### config.mk
export PLATFORM = sky130hd
export DESIGN_NAME = music_timer_bcd_flat
export DESIGN_NICKNAME = d
export VERILOG_FILES = /design/src/rtl/music_timer_bcd_if.sv /design/src/rtl/music_timer_bcd.sv /design/src/flat_wrapper.sv
export SDC_FILE = /design/constraint.sdc
export NUM_CORES = 1
export LEC_CHECK = 0
export CAP_MARGIN = 5
export CORE_UTILIZATION = 45
export DETAILED_ROUTE_END_ITERATION = 7
export GPL_TIMING_DRIVEN = 0
export PLACE_DENSITY = 0.63
export SLEW_MARGIN = 20
export SYNTH_ARGS = -nofsm -noshare
export SYNTH_HDL_FRONTEND = slang
export SYNTH_SLANG_ARGS = --single-unit
export TNS_END_PERCENT = 10
### constraint.sdc
create_clock -name clk -period 3 [get_ports clk]
set_clock_uncertainty 0.1 [all_clocks]
set_input_delay 0.6 -clock clk [delete_from_list [all_inputs] [get_ports clk]]
set_output_delay 0.6 -clock clk [all_outputs]
set_load 0.01 [all_outputs]
### src/rtl/music_timer_bcd_if.sv
// Bus bundle for music_timer_bcd: player-control inputs and the BCD
// display / status outputs. The lap-capture signals exist only when
// the design is built with TIMER_LAP_EN defined.
interface music_timer_bcd_if #(
    parameter int MIN_DIGITS = 2
);
    // Control from the player FSM
    logic                        count;
    logic                        clear;
    logic                        dir;
    logic                        load;
    logic [8+4*MIN_DIGITS-1:0]   load_value;

    // Display and status towards decoders / player FSM
    logic [3:0]                  seconds0;
    logic [3:0]                  seconds1;
    logic [4*MIN_DIGITS-1:0]     minutes;
    logic                        sec_tick;
    logic                        done;

`ifdef TIMER_LAP_EN
    logic                        lap;
    logic [3:0]                  lap_seconds0;
    logic [3:0]                  lap_seconds1;
    logic [4*MIN_DIGITS-1:0]     lap_minutes;
    logic                        lap_valid;

    modport master (
        output count, clear, dir, load, load_value, lap,
        input  seconds0, seconds1, minutes, sec_tick, done,
        input  lap_seconds0, lap_seconds1, lap_minutes, lap_valid
    );

    modport slave (
        input  count, clear, dir, load, load_value, lap,
        output seconds0, seconds1, minutes, sec_tick, done,
        output lap_seconds0, lap_seconds1, lap_minutes, lap_valid
    );
`else
    modport master (
        output count, clear, dir, load, load_value,
        input  seconds0, seconds1, minutes, sec_tick, done
    );

    modport slave (
        input  count, clear, dir, load, load_value,
        output seconds0, seconds1, minutes, sec_tick, done
    );
`endif
endinterface

### src/rtl/music_timer_bcd.sv
// Playback timer showing elapsed (up) or remaining (down) track time as
// BCD mm..m:ss. A prescaler derives the 1 s tick from clk; a small FSM
// (STOPPED / RUNNING / DONE) gates counting and flags end-of-track.
// Optional lap capture registers are built when TIMER_LAP_EN is defined.
module music_timer_bcd #(
    parameter int TICKS_PER_SEC = 50000000,
    parameter int MIN_DIGITS    = 2
) (
    input  logic              clk,
    input  logic              reset,
    music_timer_bcd_if.slave  bus
);

    localparam int PW = (TICKS_PER_SEC > 1) ? $clog2(TICKS_PER_SEC) : 1;
    localparam logic [PW-1:0] PRESC_LAST = PW'(TICKS_PER_SEC - 1);

    typedef enum logic [1:0] {
        ST_STOPPED = 2'd0,
        ST_RUNNING = 2'd1,
        ST_DONE    = 2'd2
    } state_e;

    typedef logic [MIN_DIGITS-1:0][3:0] min_t;

    state_e         state_q, state_d;
    logic [PW-1:0]  presc_q, presc_d;
    logic [3:0]     s0_q, s0_d;
    logic [3:0]     s1_q, s1_d;
    min_t           min_q, min_d;
    logic           sec_tick_q, sec_tick_d;

    // Candidate next values for one second up and one second down
    logic [3:0]     inc_s0, inc_s1, dec_s0, dec_s1;
    min_t           inc_min, dec_min;
    logic           inc_carry, dec_borrow;

    logic           tick;
    logic           at_limit;
    logic           next_is_limit;
    logic           reach_done;

    // ------------------------------------------------------------------
    // Helpers
    // ------------------------------------------------------------------
    function automatic logic all_nines(input min_t m);
        all_nines = 1'b1;
        for (int i = 0; i < MIN_DIGITS; i++) begin
            if (m[i] != 4'd9) all_nines = 1'b0;
        end
    endfunction

    function automatic logic all_zero(input min_t m);
        all_zero = 1'b1;
        for (int i = 0; i < MIN_DIGITS; i++) begin
            if (m[i] != 4'd0) all_zero = 1'b0;
        end
    endfunction

    function automatic logic [3:0] clamp_nibble(input logic [3:0] n, input logic [3:0] max);
        clamp_nibble = (n > max) ? max : n;
    endfunction

    // ------------------------------------------------------------------
    // Increment / decrement chains
    // ------------------------------------------------------------------

    // Up-count: s0 9->0, s1 5->0, each minute digit 9->0, carry rippling upward
    always_comb begin
        // NOTE: every comb output gets a default first so no path leaves it unassigned (no latch).
        inc_s0    = s0_q;
        inc_s1    = s1_q;
        inc_min   = min_q;
        inc_carry = 1'b0;
        if (s0_q == 4'd9) begin
            inc_s0    = 4'd0;
            inc_carry = 1'b1;
        end else begin
            inc_s0 = s0_q + 4'd1;
        end
        if (inc_carry) begin
            if (s1_q == 4'd5) begin
                inc_s1 = 4'd0;
            end else begin
                inc_s1    = s1_q + 4'd1;
                inc_carry = 1'b0;
            end
        end
        for (int i = 0; i < MIN_DIGITS; i++) begin
            if (inc_carry) begin
                if (min_q[i] == 4'd9) begin
                    inc_min[i] = 4'd0;
                end else begin
                    inc_min[i] = min_q[i] + 4'd1;
                    inc_carry  = 1'b0;
                end
            end
        end
    end

    // Down-count: s0 0->9, s1 0->5, each minute digit 0->9, borrow rippling upward
    always_comb begin
        dec_s0     = s0_q;
        dec_s1     = s1_q;
        dec_min    = min_q;
        dec_borrow = 1'b0;
        if (s0_q == 4'd0) begin
            dec_s0     = 4'd9;
            dec_borrow = 1'b1;
        end else begin
            dec_s0 = s0_q - 4'd1;
        end
        if (dec_borrow) begin
            if (s1_q == 4'd0) begin
                dec_s1 = 4'd5;
            end else begin
                dec_s1     = s1_q - 4'd1;
                dec_borrow = 1'b0;
            end
        end
        for (int i = 0; i < MIN_DIGITS; i++) begin
            if (dec_borrow) begin
                if (min_q[i] == 4'd0) begin
                    dec_min[i] = 4'd9;
                end else begin
                    dec_min[i] = min_q[i] - 4'd1;
                    dec_borrow = 1'b0;
                end
            end
        end
    end

    // Tick and limit detection; a tick already sitting at the limit holds the value
    always_comb begin
        tick = (state_q == ST_RUNNING) && (presc_q == PRESC_LAST);
        if (bus.dir) begin
            at_limit      = (s0_q == 4'd0) && (s1_q == 4'd0) && all_zero(min_q);
            next_is_limit = (dec_s0 == 4'd0) && (dec_s1 == 4'd0) && all_zero(dec_min);
        end else begin
            at_limit      = (s0_q == 4'd9) && (s1_q == 4'd5) && all_nines(min_q);
            next_is_limit = (inc_s0 == 4'd9) && (inc_s1 == 4'd5) && all_nines(inc_min);
        end
        reach_done = tick && (at_limit || next_is_limit);
    end

    // ------------------------------------------------------------------
    // FSM
    // ------------------------------------------------------------------

    // State register
    always_ff @(posedge clk or negedge reset) begin
        // NOTE: sequential state uses non-blocking assignments so all registers update together.
        if (!reset) state_q <= ST_STOPPED;
        else        state_q <= state_d;
    end

    // Next state: clear/load override everything and restart by count level
    always_comb begin
        state_d = state_q;
        if (bus.clear || bus.load) begin
            state_d = bus.count ? ST_RUNNING : ST_STOPPED;
        end else begin
            case (state_q)
                ST_STOPPED: if (bus.count) state_d = ST_RUNNING;
                ST_RUNNING: begin
                    if (reach_done)      state_d = ST_DONE;
                    else if (!bus.count) state_d = ST_STOPPED;
                end
                ST_DONE:    state_d = ST_DONE;
                default:    state_d = ST_STOPPED;
            endcase
        end
    end

    // FSM outputs: done decodes straight from the state register
    always_comb begin
        bus.done = (state_q == ST_DONE);
    end

    // ------------------------------------------------------------------
    // Datapath
    // ------------------------------------------------------------------

    // Datapath next state: clear > load > tick; prescaler only advances in RUNNING
    always_comb begin
        s0_d       = s0_q;
        s1_d       = s1_q;
        min_d      = min_q;
        presc_d    = presc_q;
        sec_tick_d = 1'b0;
        if (bus.clear) begin
            s0_d    = 4'd0;
            s1_d    = 4'd0;
            min_d   = '0;
            presc_d = '0;
        end else if (bus.load) begin
            s0_d    = clamp_nibble(bus.load_value[3:0], 4'd9);
            s1_d    = clamp_nibble(bus.load_value[7:4], 4'd5);
            for (int i = 0; i < MIN_DIGITS; i++) begin
                min_d[i] = clamp_nibble(bus.load_value[8+4*i +: 4], 4'd9);
            end
            presc_d = '0;
        end else if (state_q == ST_RUNNING) begin
            if (tick) begin
                presc_d    = '0;
                sec_tick_d = 1'b1;
                if (!at_limit) begin
                    if (bus.dir) begin
                        s0_d  = dec_s0;
                        s1_d  = dec_s1;
                        min_d = dec_min;
                    end else begin
                        s0_d  = inc_s0;
                        s1_d  = inc_s1;
                        min_d = inc_min;
                    end
                end
            end else begin
                presc_d = presc_q + 1'b1;
            end
        end
    end

    // Datapath registers
    always_ff @(posedge clk or negedge reset) begin
        if (!reset) begin
            presc_q    <= '0;
            s0_q       <= 4'd0;
            s1_q       <= 4'd0;
            min_q      <= '0;
            sec_tick_q <= 1'b0;
        end else begin
            presc_q    <= presc_d;
            s0_q       <= s0_d;
            s1_q       <= s1_d;
            min_q      <= min_d;
            sec_tick_q <= sec_tick_d;
        end
    end

    assign bus.seconds0 = s0_q;
    assign bus.seconds1 = s1_q;
    assign bus.minutes  = min_q;
    assign bus.sec_tick = sec_tick_q;

`ifdef TIMER_LAP_EN
    // ------------------------------------------------------------------
    // Lap capture: snapshot of the currently displayed (pre-tick) value
    // ------------------------------------------------------------------
    logic [3:0] lap_s0_q, lap_s0_d;
    logic [3:0] lap_s1_q, lap_s1_d;
    min_t       lap_min_q, lap_min_d;
    logic       lap_valid_q, lap_valid_d;

    // Lap next state: clear wipes the snapshot, load leaves it alone
    always_comb begin
        lap_s0_d    = lap_s0_q;
        lap_s1_d    = lap_s1_q;
        lap_min_d   = lap_min_q;
        lap_valid_d = lap_valid_q;
        if (bus.clear) begin
            lap_s0_d    = 4'd0;
            lap_s1_d    = 4'd0;
            lap_min_d   = '0;
            lap_valid_d = 1'b0;
        end else if (bus.lap) begin
            lap_s0_d    = s0_q;
            lap_s1_d    = s1_q;
            lap_min_d   = min_q;
            lap_valid_d = 1'b1;
        end
    end

    // Lap registers
    always_ff @(posedge clk or negedge reset) begin
        if (!reset) begin
            lap_s0_q    <= 4'd0;
            lap_s1_q    <= 4'd0;
            lap_min_q   <= '0;
            lap_valid_q <= 1'b0;
        end else begin
            lap_s0_q    <= lap_s0_d;
            lap_s1_q    <= lap_s1_d;
            lap_min_q   <= lap_min_d;
            lap_valid_q <= lap_valid_d;
        end
    end

    assign bus.lap_seconds0 = lap_s0_q;
    assign bus.lap_seconds1 = lap_s1_q;
    assign bus.lap_minutes  = lap_min_q;
    assign bus.lap_valid    = lap_valid_q;
`endif

endmodule

### src/flat_wrapper.sv
// flat-port wrapper written by rule: the top's interface ports become plain ports
module music_timer_bcd_flat 
#(
    parameter int TICKS_PER_SEC = 50000000,
    parameter int MIN_DIGITS    = 2
)
  (clk, reset, bus_count, bus_clear, bus_dir, bus_load, bus_load_value, bus_seconds0, bus_seconds1, bus_minutes, bus_sec_tick, bus_done);
  music_timer_bcd_if #(.MIN_DIGITS(MIN_DIGITS)) bus_i ();
  input  logic clk;
  input  logic reset;
  input wire logic [$bits(bus_i.count)-1:0] bus_count;
  input wire logic [$bits(bus_i.clear)-1:0] bus_clear;
  input wire logic [$bits(bus_i.dir)-1:0] bus_dir;
  input wire logic [$bits(bus_i.load)-1:0] bus_load;
  input wire logic [$bits(bus_i.load_value)-1:0] bus_load_value;
  output wire logic [$bits(bus_i.seconds0)-1:0] bus_seconds0;
  output wire logic [$bits(bus_i.seconds1)-1:0] bus_seconds1;
  output wire logic [$bits(bus_i.minutes)-1:0] bus_minutes;
  output wire logic [$bits(bus_i.sec_tick)-1:0] bus_sec_tick;
  output wire logic [$bits(bus_i.done)-1:0] bus_done;
  assign bus_i.count = bus_count;
  assign bus_i.clear = bus_clear;
  assign bus_i.dir = bus_dir;
  assign bus_i.load = bus_load;
  assign bus_i.load_value = bus_load_value;
  assign bus_seconds0 = bus_i.seconds0;
  assign bus_seconds1 = bus_i.seconds1;
  assign bus_minutes = bus_i.minutes;
  assign bus_sec_tick = bus_i.sec_tick;
  assign bus_done = bus_i.done;
  music_timer_bcd #(.TICKS_PER_SEC(TICKS_PER_SEC), .MIN_DIGITS(MIN_DIGITS)) u_core (.clk(clk), .reset(reset), .bus(bus_i));
endmodule
## Word level (Yosys, flattened, before mapping)

Cells that the tools add are included.

| storage, ports and cells | value |
|---|---|
| register bits after elaboration | 45 |
| input bits | 22 |
| output and inout bits | 18 |
| logic and storage cells | 137 |

| cells by class | value |
|---|---|
| add/subtract/negate cells | 9 |
| $lt $le $gt $ge | 4 |
| equality and inequality tests | 16 |
| muxes and demuxes | 74 |
| reductions and logical operators | 27 |

Operator list:

| operator | count |
|---|---|
| $mux 4 | 30 |
| $mux 26 | 4 |
| $mux 8 | 6 |
| $mux 1 | 29 |
| $add 26x1->26 const B | 1 |
| $eq 26x26->1 const B | 1 |
| $logic_not 4->1 | 6 |
| $add 4x1->4 const B | 4 |
| $eq 4x4->1 const B | 4 |
| $ne 4x4->1 const B | 4 |
| $reduce_bool 4->1 | 4 |
| $sub 4x1->4 const B | 4 |
| $gt 4x4->1 const B | 3 |
| $logic_and 1x1->1 | 10 |
| $eq 4x3->1 const B | 2 |
| $mux 2 | 4 |
| $pmux 2 s3 | 1 |
| $reduce_bool 3->1 | 2 |
| $gt 4x3->1 const B | 1 |
| $ne 4x2->1 const B | 1 |
| $ne 3x2->1 const B | 1 |
| $ne 3x3->1 const B | 1 |
| $reduce_and 3->1 | 1 |
| $eq 2x1->1 const B | 1 |
| other kinds (4) | 5 |

## Logic depth before layout (Yosys ltp)

Gate-level depths: netlist of the first run.

| depth | value |
|---|---|
| depth after elaboration | 15 |
| mapped depth | 10 |
| gate-level depth less buffers | 8 |

## Least setup slack after synthesis of the first run

Ideal clock, no wire load.

| timing | value |
|---|---|
| path type | register to register |
| start | reg u_core.s0_q[1], in the netlist u_core.bus.seconds0[1] |
| end | reg u_core.s1_q[2], in the netlist u_core.bus.seconds1[2] |
| setup time | 0.083 ns |
| arrival | 2.171 ns |
| path slack | 0.647 ns |
| stages on the path, launching flop included | 11 |
| clock period less this slack | 2.353 ns |
| cell sequence | dfrtp_1 inv_1 ha_1 clkbuf_1 and4b_1 nand4_1 o22a_1 a21oi_2 buf_2 o21ai_0 o21ai_0 |

| between the ends | value |
|---|---|
| longest elaborated chain between the ends | 9 |
| elaborated cells between the ends (all ways) | 19 |

Ends and longest elaborated chain:

| element | line | source |
|---|---|---|
| start: declaration | music_timer_bcd.sv:27 | `logic [3:0] s0_q, s0_d;` |
| start signal: assignment | music_timer_bcd.sv:227 | `s0_q <= 4'd0;` |
| start signal: assignment | music_timer_bcd.sv:233 | `s0_q <= s0_d;` |
| $eq 4x4->1 / $logic_not 4->1 (equally long branches) | n/a |  |
| $mux 1 (on tied branches) | music_timer_bcd.sv:74, music_timer_bcd.sv:106 |  |
| $mux 4 (on tied branches) | music_timer_bcd.sv:80, music_timer_bcd.sv:112 |  |
| $mux 4 | music_timer_bcd.sv:207 | `if (bus.dir) begin` |
| $mux 4 | music_timer_bcd.sv:206 | `if (!at_limit) begin` |
| $mux 4 | music_timer_bcd.sv:203 | `if (tick) begin` |
| $mux 4 | music_timer_bcd.sv:202 | `end else if (state_q == ST_RUNNING) begin` |
| $mux 4 | music_timer_bcd.sv:195 | `end else if (bus.load) begin` |
| $mux 4 | music_timer_bcd.sv:190 | `if (bus.clear) begin` |
| end signal: assignment | music_timer_bcd.sv:228 | `s1_q <= 4'd0;` |
| end signal: assignment | music_timer_bcd.sv:234 | `s1_q <= s1_d;` |
| end: declaration | music_timer_bcd.sv:28 | `logic [3:0] s1_q, s1_d;` |

Parallel ways exist; a longest one is shown, timed or not. The select of a mux whose other input is x is not followed.
A chain may end at the register's enable or synchronous reset.

## Worst setup path in the final report of the first run

| timing | value |
|---|---|
| start | in bus_dir |
| end | reg u_core.min_q, in the netlist u_core.bus.minutes[4] |

| between the ends | value |
|---|---|
| longest elaborated chain between the ends | 6 |
| elaborated cells between the ends (all ways) | 9 |

Ends and longest elaborated chain:

| element | line | source |
|---|---|---|
| start: declaration | flat_wrapper.sv:13 | `input wire logic [$bits(bus_i.dir)-1:0] bus_dir;` |
| $mux 8 | music_timer_bcd.sv:207 |  |
| $mux 8 | music_timer_bcd.sv:206 |  |
| $mux 8 | music_timer_bcd.sv:203 |  |
| $mux 8 | music_timer_bcd.sv:202 |  |
| $mux 8 | music_timer_bcd.sv:195 |  |
| $mux 8 | music_timer_bcd.sv:190 |  |
| end signal: assignment | music_timer_bcd.sv:235 | `min_q <= min_d;` |
| end: declaration | music_timer_bcd.sv:29 | `min_t min_q, min_d;` |

Parallel ways exist; a longest one is shown, timed or not. The select of a mux whose other input is x is not followed.

==> summary.txt, run 1 <==
Status
  – Outcome: complete, no violations

Detailed routing
  – DR vias/cell: 6.05
  – Via count: 3,405
  – WL/cell: 17.2 um
  – Initial DRC Count: 269
  – Detail Route Antenna Nets: 0
  – Pre-antenna DRT Iters: 5
  – Total wire length: 9700 um
  – DRC: 0

Global routing
  – Antenna violations before repair: 0
  – Number of global-route vias before repair: 3,095
  – GRT Overall Usage: 0.255
  – Pin count of the biggest net entering global routing: 24
  – Global-route wire length before repair: 15,500 um
  – Overflow after GRT: 0

Worst setup path
  – Max stage delay on crit path: a little under 600 ps
  – Startpoint types: input port
  – Crit. End Element: flop
  – Crit-path cells: clkdlybuf4s50_1, buf_2, buf_1, nand4b_1, a21boi_0, nand3_1, xor2_1, a211oi_1
  – Worst-path fanout max: 10
  – Reg-to-reg slack, setup: 210 ps
  – Data required, critical path: slightly above 3000 ps
  – Kind of critical path: input port to flop
  – Crit path arrival time: 2920 ps
  – Slowest-stage cell, CP: clkdlybuf4s50_1

Timing
  – Slew @ Worst Pin: 623 ps
  – Hold Fails Final Rpt: 0
  – FMAX: 355 MHz
  – Final Setup Violations: 0
  – Final Max Tran Viols: 0
  – Min Tclk post-route: approximately 2800 ps
  – Setup_tns: 0 ps
  – Slew HR: 0.584
  – Unrepaired setup endpoints after global routing: false
  – Crit share post-route: 0.938

Synth
  – Mapped Area: 3440 um2
  – Synth top cells by count: nor2_1 (47), dfrtp_1 (45), nand2_1 (36)
  – Most frequent cell after synthesis: nor2_1
  – Post-Synth Adder-Cell Area: 0.0146
  – Compound-gate portion of the synthesized area: 0.213
  – Synth cell types: 71
  – Gate count after technology mapping: 417
  – Number of synthesized flops with an enable pin: 0
  – Synthesized area per cell: approximately 8 um2
  – Synth top area share: 0.328
  – Top FF cell, synth: dfrtp_1
  – Register area share after synthesis: 0.328
  – Mux cell area share after synthesis: 0.0149
  – Synth Area in XOR/XNOR: 0.0586
  – Largest family of logic cells by synthesized area: simple AND/OR/NAND/NOR gates
  – Post-synthesis register bit count: 45
  – Ys async rst share: 1.00
  – Top cell type by total area after synthesis: dfrtp_1
  – Top cells by area, synth: dfrtp_1 (33%), nor2_1 (5.1%), o21ai_0 (4.5%)
  – Syn. warnings: 0
  – Simple-gate share of the synthesized area: 0.330
  – Synth Net Count: 443

Placed design
  – Routability Congestion: 0.928
  – DP HPWL: approximately 7300 um
  – Port-buffer cells: 39

Layout
  – Ant. Diodes: 0
  – Area Overhead vs Synth: 19.4%
  – Layout cell share with drive strength beyond 1: 0.0927
  – Final nets: a little under 500

Power and ir drop
  – Switching Power: 0.453 mW
  – Clock share of power: 0.329
  – Switching Fraction: 0.301
  – VDD IR-drop max: 0.000274 V
  – Power Internal: roughly 1.1 mW
  – Comb power frac: 0.240
  – PwrDens: 366 nW/um2
  – Total Power: 1.50 mW
  – Flop pwr share: 0.431
  – Leak pwr: roughly 1.5 nW

Die
  – Io pins: 40
  – Num rows: 31
  – Die Y: 89.4 um
  – Die Width: approximately 89 um
  – Core area: 7330 um2
  – Die Area: 7990 um2
  – Initial core utilization: 0.469

Clocking
  – CTS H-tree lvls: 2
  – Clk slew on worst S/H paths: 100 ps
  – Clock Tree Buf Depth: 2
  – TritonCTS buffer count: 5
  – Sink Count: 45
  – Post CTS Setup Buffer Count: 0
  – CTS tree: done
  – CTS root buf: clkbuf_8
  – Clk Latency, worst-skew pair: 310 ps

Min path
  – Hold Path Class: input port to async pin

Flow run
  – Max-Cap Viols: 0
[routing by layer]
| metal | global-route usage | vias to the layer above | wire, um |
|---|---|---|---|
| met4 | 0.0779 | 0 | 200 |
| met5 | 0 | - | 0 |
| li1 | - | 1641 | - |
| met3 | 0.0323 | 17 | 554 |
| met1 | 0.344 | 1609 | 4280 |
| met2 | 0.427 | 138 | 4660 |
[path summary, 6_finish.rpt]
path	depth (start not counted)	start	to
worst min-delay path	1	reset	u_core.bus.seconds1[2]$_DFFE_PN0P_
worst max-delay path	8	bus_dir	u_core.bus.minutes[4]$_DFFE_PN0P_
worst max register to register	9	u_core.bus.seconds0[1]$_DFFE_PN0P_	u_core.bus.seconds1[0]$_DFFE_PN0P_
min in group clk	1	u_core.presc_q[23]$_DFFE_PN0P_	u_core.presc_q[23]$_DFFE_PN0P_
max in group asynchronous	2	reset	u_core.presc_q[2]$_DFFE_PN0P_
worst min register to register	1	u_core.presc_q[23]$_DFFE_PN0P_	u_core.presc_q[23]$_DFFE_PN0P_
[registers in the layout (all words and copies together), names as in the netlist]
name                 cells
u_core.presc_q          26
u_core.bus.minutes       8
u_core.bus.seconds0      4
u_core.bus.seconds1      4
u_core.state_q           2
u_core.bus.sec_tick      1
[worst max-delay path, delay by kind of cell]
kind                      cells  cell delay (ps)
and+or+nand+nor               2              320
buffers and inverters         3             1330
AOI/OAI and AO/OA             2              480
xor gates and xnor gates      1              180
[cell families (layout without fill, tap and decap cells)]
group	Yosys count	count (layout)
AOI/OAI and AO/OA	108	108
xor gates and xnor gates	23	23
adders and majority gates	4	4
buffers and inverters	35	82
DFF	45	45
muxes	5	5
and+or+nand+nor	197	197
[repair_timing]
item,4_1_cts,5_1_grt
gates resized for setup,0,4
setup endpoints to repair,0,17
hold buffers,0,0
[layout make-up]
| class | count | area [um2] |
|---|---|---|
| Buffer | 22 | 93.8 |
| Sequential cell | 45 | 1130 |
| Inverter | 12 | 45.0 |
| Tap cell | 99 | 124 |
| Multi-Input combinational cell | 337 | 2180 |
| Clock buffer | 6 | 82.6 |
| Timing Repair Buffer | 40 | 413 |
| Fill cell | 695 | 3230 |
| Clock inverter | 2 | 37.5 |
[through the flow]
stage                      util  instance area [um2]  setup slack, ps  std cells  hold slack (ps)
after floorplan               -                 3440              647        417              204
after CTS                 0.558                 4090             87.8        564              215
after global placement    0.539                 3950             -158        555              373
after global routing      0.560                 4110             14.6        563              229
final                     0.560                 4110              185        563              199
after detailed placement  0.542                 3970             -129        556              394
[power groups by stage]
stage	registers (mW)	logic [mW]	clock network, mW
floorplan	0.663	0.208	0
global placement	0.659	0.350	0
detailed placement	0.660	0.355	0
CTS	0.648	0.357	0.505
global route	0.652	0.395	0.525
finish	0.648	0.362	0.495
[cells in the final DEF, fill, tap and decap left out, types with 9 or more instances in the layout]
cell,netlist,layout
nor3_1,11,11
or3_1,9,9
nand2_1,36,36
clkbuf_1,13,12
nand3_1,23,23
nor2_1,47,46
buf_2,8,9
clkdlybuf4s50_1,0,38
nand2b_1,10,10
xor2_1,12,12
a21oi_1,23,23
dfrtp_1,45,45
nand4_1,12,12
o21ai_0,31,31
inv_1,11,11
xnor2_1,11,11
Note: power is estimated with default switching activity, not from simulation.
==> inputs of run 2 (changes only) <==
Settings changed: ABC_CLOCK_PERIOD_IN_PS from default to 3000, CORE_MARGIN from default to 4, CTS_CLUSTER_SIZE from default to 20.
==> summary.txt, run 2 (synthesized netlist as in run 1, its figures left out) <==
Status
  – Outcome: complete, no violations

Flow run
  – Max-Cap Viols: 0 (unchanged)

Layout
  – Area Overhead vs Synth: 19.3%
  – Most common cell after layout, fill and taps aside: nor2_1
  – Layout cell share with drive strength beyond 1: 0.0923 (-0.000398)
  – Max reg flops: 26 (unchanged)
  – Final nets: 492 (+0.61%)
  – Register Area: 1130 um2 (unchanged)
  – Ant. Diodes: 0 (unchanged)
  – Most frequent cells in the layout: nor2_1 (46), dfrtp_1 (45), clkdlybuf4s50_1 (38)
  – Final instance area: 4100 um2 (-0.12%)
  – Multi-input logic area: 2180 um2 (-0.17%)
  – Layout fillers: 662 (-4.7%)
  – Top reg by flops: u_core.presc_q

Timing
  – Final Setup Violations: 0 (unchanged)
  – Final Max Tran Viols: 0 (unchanged)
  – FMAX: 351 MHz (-1.3%)
  – Min Tclk post-route: 2850 ps (+36.8 ps)
  – Slew @ Worst Pin: 655 ps (+32.0 ps)
  – Slew HR: 0.563 (-0.0213)
  – Crit share post-route: 0.951 (+0.0123)
  – WHS: 177 ps (-22.6 ps)
  – Unrepaired setup endpoints after global routing: false
  – Hold Fails Final Rpt: 0 (unchanged)

Clocking
  – TritonCTS buffer count: 5 (unchanged)
  – Clk slew on worst S/H paths: 100 ps (about the same)
  – Sink Count: 45 (unchanged)
  – Clk Latency, worst-skew pair: 310 ps (about the same)
  – CTS tree: done
  – CTS root buf: clkbuf_8
  – CTS H-tree lvls: 2 (unchanged)
  – Clock Tree Buf Depth: 2 (unchanged)

Detailed routing
  – WL/cell: 17.6 um (+2.4%)
  – DRC: 0 (unchanged)
  – Via count: 3,407 (+0.059%)
  – Total wire length: 9960 um (+2.7%)
  – DR vias/cell: 6.03 (-0.30%)
  – Pre-antenna DRT Iters: 5 (unchanged)
  – Initial DRC Count: 219 (-19%)
  – Detail Route Antenna Nets: 0 (unchanged)

Die
  – Initial core utilization: 0.469 (unchanged)
  – Die Width: 95.4 um (+6.7%)
  – Die Area: 9100 um2 (+14%)
  – Die Y: 95.4 um (+6.7%)
  – Num rows: 31 (unchanged)
  – Io pins: 40 (unchanged)
  – Core area: 7330 um2 (unchanged)

Power and ir drop
  – Leak pwr: 1.55 nW (+0.36%)
  – VDD IR-drop max: 0.000166 V (-39%)
  – PwrDens: 364 nW/um2 (-0.69%)

Worst setup path
  – Startpoint types: flop
  – Kind of critical path: flop to flop
  – Crit path arrival time: 2970 ps (+50 ps)
  – Worst-path fanout max: 8 (-2)
  – Max stage delay on crit path: 610 ps (+30 ps)
  – Crit. End Element: flop
  – Crit-path cells: inv_1, ha_1, clkbuf_1, and4b_1, nand4_1, buf_4, a2111oi_0, a311oi_1, o31ai_1
  – Slowest-stage cell, CP: a2111oi_0
  – Data required, critical path: 3110 ps (about the same)

Min path
  – Hold Path Class: input port to async pin

Placed design
  – Routability Congestion: 0.938 (+1.0%)
  – Post-DP Area: 3970 um2 (-0.19%)
  – Port-buffer cells: 39 (unchanged)
  – DP HPWL: 7330 um (+1.0%)

Global routing
  – Antenna violations before repair: 0 (unchanged)
  – Overflow after GRT: 0 (unchanged)
  – Global-route wire length before repair: 16,300 um (+5.1%)
  – Pin count of the biggest net entering global routing: 26 (+8.3%)
  – Number of global-route vias before repair: 3,232 (+4.4%)
  – GRT Overall Usage: 0.229 (-0.0263)
## run 2: worst paths after layout
kind	from	end	slack, ps	cells after the start
max	u_core.bus.seconds0[1]$_DFFE_PN0P_	u_core.bus.minutes[5]$_DFFE_PN0P_	150	9
max in group asynchronous	reset	u_core.bus.minutes[4]$_DFFE_PN0P_	2090	2
min	reset	u_core.presc_q[2]$_DFFE_PN0P_	180	1
min reg2reg	u_core.presc_q[23]$_DFFE_PN0P_	u_core.presc_q[23]$_DFFE_PN0P_	410	1
min in group clk	u_core.presc_q[23]$_DFFE_PN0P_	u_core.presc_q[23]$_DFFE_PN0P_	410	1
max reg2reg	u_core.bus.seconds0[1]$_DFFE_PN0P_	u_core.bus.minutes[5]$_DFFE_PN0P_	150	9
## run 2: final cells by class
class	count	share of cell area
Multi-Input combinational cell	337	0.532
Clock inverter	2	0.00946
Tap cell	99	0.0302
Inverter	12	0.0110
Clock buffer	5	0.0168
Sequential cell	45	0.275
Buffer	23	0.0238
Timing Repair Buffer	42	0.103
## run 2: where the power goes
part	internal [mW]	switching (mW)	total (mW)
sequential	0.624	0.0239	0.648
combinational	0.156	0.208	0.364
clock	0.247	0.233	0.480
total	1.03	0.465	1.49
## run 2: repair_timing
| action | CTS | global route |
|---|---|---|
| resized for setup | 0 | 2 |
| setup buffers | 0 | 2 |
| hold buffers | 0 | 0 |
| setup endpoints to repair | 0 | 15 |
## run 2: per-layer routing
layer  vias to the layer above  track usage  wire [um]
met5                         -            0          0
li1                       1646            -          -
met4                         0       0.0770        175
met2                       124        0.378       4780
met3                        16       0.0355        577
met1                      1621        0.305       4430
## run 2: worst max-delay path, delay by kind of cell (launching register included)
kind	cells	cell delay, ps
adders and majority gates	1	160
AOI/OAI and AO/OA	3	960
buffers and inverters	3	610
and+or+nand+nor	2	500
DFF	1	440
## run 2: metrics by stage
| step | setup TNS (ps) | total power, mW | setup slack, ps | utilization | std cells |
|---|---|---|---|---|---|
| final | 0 | 1.49 | 148 | 0.559 | 565 |
| after global routing | 0 | 1.56 | 18.9 | 0.559 | 565 |
| after CTS | 0 | 1.50 | 148 | 0.556 | 563 |
| after detailed placement | -560 | 1.02 | -140 | 0.541 | 556 |
| after global placement | -8680 | 1.01 | -186 | 0.539 | 555 |
| after floorplan | 0 | 0.871 | 647 | - | 417 |
